$ cat src/rtl/pmp_lsu_gate.sv
// Data-side load/store gate between the core and the RIB bus.
// Blocks PMP-flagged accesses, watches bus timeouts, records the first fault.
module pmp_lsu_gate #(
    parameter int ADDR_W  = 32,
    parameter int DATA_W  = 32,
    parameter int TIMEOUT = 255
) (
    input  logic              clk,
    input  logic              rst,
    input  logic              core_req_i,
    input  logic              core_we_i,
    input  logic [ADDR_W-1:0] core_addr_i,
    input  logic [DATA_W-1:0] core_data_i,
    output logic [DATA_W-1:0] core_data_o,
    output logic              core_hold_o,
    input  logic              pmp_exception_i,
    output logic              bus_req_o,
    output logic              bus_we_o,
    output logic [ADDR_W-1:0] bus_addr_o,
    output logic [DATA_W-1:0] bus_data_o,
    input  logic [DATA_W-1:0] bus_data_i,
    input  logic              bus_ack_i,
    output logic              fault_valid_o,
    output logic [ADDR_W-1:0] fault_addr_o,
    output logic [3:0]        fault_cause_o,
    output logic              fault_timeout_o,
    output logic              fault_ovf_o,
    output logic              fault_irq_o,
    input  logic              fault_clr_i
);

    typedef enum logic [1:0] {IDLE, BUS, RESP, FAULT} state_t;

    localparam int CW = (TIMEOUT > 0) ? $clog2(TIMEOUT + 1) : 1;
    localparam logic [CW-1:0] TO_V = CW'(TIMEOUT);

    state_t            state_q, state_d;
    logic [CW-1:0]     cnt_q, cnt_d;
    logic              req_q, req_d;
    logic              we_q, we_d;
    logic [ADDR_W-1:0] addr_q, addr_d;
    logic [DATA_W-1:0] wdata_q, wdata_d;
    logic [DATA_W-1:0] rdata_q, rdata_d;
    logic              irq_q, irq_d;
    logic              fv_q, fv_d;
    logic [ADDR_W-1:0] fa_q, fa_d;
    logic [3:0]        fc_q, fc_d;
    logic              ft_q, ft_d;
    logic              ovf_q, ovf_d;

    logic              rec;
    logic [ADDR_W-1:0] rec_addr;
    logic              rec_we;
    logic              rec_to;

    always_comb begin
        state_d     = state_q;
        cnt_d       = cnt_q;
        req_d       = req_q;
        we_d        = we_q;
        addr_d      = addr_q;
        wdata_d     = wdata_q;
        rdata_d     = rdata_q;
        irq_d       = 1'b0;
        fv_d        = fv_q;
        fa_d        = fa_q;
        fc_d        = fc_q;
        ft_d        = ft_q;
        ovf_d       = ovf_q;
        core_hold_o = 1'b0;
        rec         = 1'b0;
        rec_addr    = '0;
        rec_we      = 1'b0;
        rec_to      = 1'b0;

        case (state_q)
            IDLE: begin
                core_hold_o = core_req_i;
                if (core_req_i) begin
                    if (pmp_exception_i) begin
                        state_d  = FAULT;
                        rec      = 1'b1;
                        rec_addr = core_addr_i;
                        rec_we   = core_we_i;
                    end else begin
                        state_d = BUS;
                        req_d   = 1'b1;
                        we_d    = core_we_i;
                        addr_d  = core_addr_i;
                        wdata_d = core_data_i;
                        cnt_d   = '0;
                    end
                end
            end
            BUS: begin
                core_hold_o = 1'b1;
                if (bus_ack_i) begin
                    rdata_d = bus_data_i;
                    cnt_d   = '0;
                    req_d   = 1'b0;
                    state_d = RESP;
                end else begin
                    // Saturating count; reaching TIMEOUT aborts the access
                    cnt_d = (cnt_q == TO_V) ? cnt_q : CW'(cnt_q + 1'b1);
                    if (TIMEOUT != 0 && cnt_d == TO_V) begin
                        req_d    = 1'b0;
                        cnt_d    = '0;
                        state_d  = FAULT;
                        rec      = 1'b1;
                        rec_addr = addr_q;
                        rec_we   = we_q;
                        rec_to   = 1'b1;
                    end
                end
            end
            RESP:    state_d = IDLE;
            FAULT:   state_d = IDLE;
            default: state_d = IDLE;
        endcase

        // A new fault beats a simultaneous clear
        if (rec) begin
            irq_d   = 1'b1;
            rdata_d = '0;
            if (fault_clr_i || !fv_q) begin
                fv_d  = 1'b1;
                fa_d  = rec_addr;
                fc_d  = rec_we ? 4'd7 : 4'd5;
                ft_d  = rec_to;
                ovf_d = fault_clr_i ? 1'b0 : ovf_q;
            end else begin
                ovf_d = 1'b1;
            end
        end else if (fault_clr_i) begin
            fv_d  = 1'b0;
            ovf_d = 1'b0;
            ft_d  = 1'b0;
        end
    end

    always_ff @(posedge clk or posedge rst) begin
        if (rst) begin
            state_q <= IDLE;
            cnt_q   <= '0;
            req_q   <= 1'b0;
            we_q    <= 1'b0;
            addr_q  <= '0;
            wdata_q <= '0;
            rdata_q <= '0;
            irq_q   <= 1'b0;
            fv_q    <= 1'b0;
            fa_q    <= '0;
            fc_q    <= '0;
            ft_q    <= 1'b0;
            ovf_q   <= 1'b0;
        end else begin
            state_q <= state_d;
            cnt_q   <= cnt_d;
            req_q   <= req_d;
            we_q    <= we_d;
            addr_q  <= addr_d;
            wdata_q <= wdata_d;
            rdata_q <= rdata_d;
            irq_q   <= irq_d;
            fv_q    <= fv_d;
            fa_q    <= fa_d;
            fc_q    <= fc_d;
            ft_q    <= ft_d;
            ovf_q   <= ovf_d;
        end
    end

    assign core_data_o     = rdata_q;
    assign bus_req_o       = req_q;
    assign bus_we_o        = we_q;
    assign bus_addr_o      = addr_q;
    assign bus_data_o      = wdata_q;
    assign fault_valid_o   = fv_q;
    assign fault_addr_o    = fa_q;
    assign fault_cause_o   = fc_q;
    assign fault_timeout_o = ft_q;
    assign fault_ovf_o     = ovf_q;
    assign fault_irq_o     = irq_q;

endmodule

$ cat config.mk
export PLATFORM = sky130hd
export DESIGN_NAME = pmp_lsu_gate
export DESIGN_NICKNAME = d
export VERILOG_FILES = /design/src/rtl/pmp_lsu_gate.sv
export SDC_FILE = /design/constraint.sdc
export NUM_CORES = 1
export LEC_CHECK = 0
export BUFFER_PORTS_ARGS = -buffer_cell sky130_fd_sc_hd__buf_2
export CAP_MARGIN = 15
export CORE_MARGIN = 4
export CORE_UTILIZATION = 52
export DETAILED_ROUTE_END_ITERATION = 8
export PLACE_DENSITY = 0.93
export SLEW_MARGIN = 10
export SYNTH_ARGS = -nofsm -noshare
export SYNTH_HDL_FRONTEND = slang
export SYNTH_SLANG_ARGS = --single-unit
$ cat constraint.sdc
create_clock -name clk -period 12 [get_ports clk]
set_clock_uncertainty 0.1 [all_clocks]
set_input_delay 2.4 -clock clk [delete_from_list [all_inputs] [get_ports clk]]
set_output_delay 2.4 -clock clk [all_outputs]
set_load 0.03 [all_outputs]
==> results.toml <==
[final_layout]
layout-drive-gt1-share = 0.484
syn2layout_area_growth_pct = 30.3
fillers = 769
nets = 839
diodes = 0
finish.utilization = 0.696

[power]
powerDensity_mw_per_mm2 = 276
p_total_w = 0.00222
p_leak_nw = 4.13
ir_worst_vdd_uv = 160

[route]
routed_wl_mm = 16.1
drt-initial-drc-count = 484
drtPass1Iterations = 4
routed-via-count = 4937
ant_nets = 0
avgViaCountPerCell = 5.55
drc_errors = 0
wl_per_cell_um = 18.2

[cts]
ctsHoldBuffers = 0
cts_setup_buffers = 0
root_buffer = "clkbuf_16"
cts_tree = "done"
clk_latency_ns = 0.41
cts_htree_levels = 4
cts_made_buffers = 17
clk_pin_slew_ns = 0.06
cts_resized = 0
clock_path_buffers = 2
clkSinkCount = 146

[placed_design]
hpwlAfterDp_mm = 11.6
port_buffers = 240
gp_congestion = 0.904

[synthesis]
syn_inst = 504
synth_edf_count = 0
async_flop_share = 1.00
ys_seq_area_frac = 0.593
synthFlopType = "dfrtp_1"
syn_nets = 608
avgSynthCellArea_um2 = 12.2
synth_warnings = 0
synth_seq_cells = 146
synth_area_mm2 = 0.00616
synth_cell_types = 52

[min_path]
worstHoldPathType = "reg2reg"
hold_end = "fault_addr_o[22]"
whs_path_depth = 1
min_from = "fault_addr_o[22]"

[setup_path]
path_max_fanout = 4
worst_r2r_path_depth = 8
path_delay_family = "buffers and inverters"
cp_num_buf_inv = 2
max_stage_delay_ns = 0.21
crit_required_ns = 9.50
crit_type = "in2out"
crit_arrival_ns = 2.85
critPathCaptureType = "primary output"
r2r_start = "cnt_q[0]"
cp_cell_sequence = "buf_2 -> nor2_1 -> nor2_1 -> buf_2"
r2r_end = "fault_addr_o[31]"
path_depth = 4
crit_path_top_delay_cell = "buf_2"
r2r_slack_ns = 8.95
cp-start-kind = "input pin"

[floorplan]
io_pins = 242
dieArea_mm2 = 0.0136
row_count = 39
start_util = 0.535
die_w_um = 117
fp.coreArea_mm2 = 0.0115
die_h_um = 117

[global_route]
antenna_found_initial = 0
grt_pass1_vias = 4930
grt_pass1_wl_mm = 24.6
grt_overflow = 0
grt_max_degree = 75
grt_usage = 0.233

[sta]
slew_headroom = 0.407
final.period_utilization = 0.446
fmax_mhz = 187
worst_pin_slew_ns = 0.890
period_minus_slack_ns = 5.35
rsz0062_at_grt = "false"
drv_slew = 0
tns_ns = 0
setup_viol = 0
hold_viol_final = 0

[outcome]
outcome = "completed"

[run]
maxCapViolations = 0
worst register-to-register path: cells and delay by family (launching register included):
kind,cells,cell delay (ns)
compound gates,2,0.56
fa+ha+maj,1,0.33
buf+inv,1,0.27
flops,1,0.46
mux,1,0.38
simple gates,3,0.88
per-stage QoR:
stage	hold WS, ns	setup slack [ns]	instance area [um^2]	std cells
finish	0.372	6.65	8020	889
detailed placement	0.360	6.67	7390	858
global placement	0.353	6.67	7390	858
floorplan	0.436	5.58	6160	504
global route	0.397	6.62	8020	889
CTS	0.373	6.67	8010	888
worst max-delay path by stage:
stage / start / end / slack (ns)
2_1_floorplan: rst / bus_addr_o[0] / 5.58
3_3_place_gp: core_req_i / core_hold_o / 6.67
3_5_place_dp: core_req_i / core_hold_o / 6.67
4_1_cts: core_req_i / core_hold_o / 6.67
5_1_grt: core_req_i / core_hold_o / 6.62
6_report: core_req_i / core_hold_o / 6.65
cell usage in the layout, fill, tap and decap left out, types with 3 or more instances in the layout:
cell	count
nand2_1	67
bufinv_16	4
buf_4	5
dfrtp_1	146
a21o_2	3
a21o_1	31
clkinv_2	3
nor2_1	14
clkbuf_16	17
o21ai_0	3
a31oi_1	3
mux2_2	66
a22o_1	34
nand3_1	11
buf_2	240
nand2b_1	3
a21oi_1	45
nor2b_1	3
power by group:
part | internal (W) | switching, W | leakage (nW)
sequential | 0.000677 | 0.000127 | 1.80
combinational | 0.000284 | 0.000580 | 2.02
clock | 0.000355 | 0.000192 | 0.298
total | 0.00132 | 0.000900 | 4.13
Yosys cell counts (2+ instances only):
cell type  count  area share
a21oi_1       45       0.037
and2_1         3      0.0030
buf_4          3      0.0037
o21a_1         2      0.0024
buf_2          8      0.0065
clkbuf_1      15      0.0091
nand3_1       11      0.0089
o2111ai_2      2      0.0049
nand2b_1       3      0.0030
and4_1         2      0.0028
o21ai_0        3      0.0024
mux2_2        66        0.12
a22o_1        34       0.048
a21o_1        31       0.038
a31oi_1        3      0.0030
nor2_1        14      0.0085
a21o_2         3      0.0043
nor2b_1        3      0.0030
inv_1          2      0.0012
nand2_1       67       0.041
buf_6          6       0.011
dfrtp_1      146        0.59
and3_1         2      0.0020
nand3b_1       2      0.0024
logic make-up (layout without fill, tap and decap cells):
kind of cell / after synthesis / after routing / synth area share
buffers and inverters: 36 / 278 / 0.0329
muxes: 67 / 67 / 0.122
and+or+nand+nor: 123 / 123 / 0.0970
adders and majority gates: 1 / 1 / 0.00203
DFF: 146 / 146 / 0.593
other: 1 / 1 / 0.000609
AOI/OAI and AO/OA: 130 / 130 / 0.152
registers in the layout, indices dropped and copies added, names as in the netlist:
name             cells
bus_data_o          32
fault_valid_o        1
fault_addr_o        32
bus_req_o            1
core_data_o         32
fault_cause_o        2
bus_we_o             1
state_q              2
fault_timeout_o      1
fault_ovf_o          1
bus_addr_o          32
cnt_q                8
fault_irq_o          1
layout make-up:
class | count | area (um^2) | area share
Clock buffer | 20 | 457 | 0.0569
Sequential cell | 146 | 3650 | 0.456
Timing Repair Buffer | 246 | 1250 | 0.156
Multi-Input combinational cell | 322 | 2310 | 0.288
Tap cell | 143 | 179 | 0.0223
Inverter | 2 | 12.5 | 0.00156
Clock inverter | 10 | 159 | 0.0198
metal layers:
layer / GRT usage / vias to the layer above / wire length, um
li1: - / 2237 / -
met1: 0.283 / 2448 / 6320
met2: 0.395 / 221 / 8280
met3: 0.0627 / 31 / 1230
met4: 0.0940 / 0 / 317
met5: 0 / - / 0
Note: power is estimated with default switching activity, not from simulation.
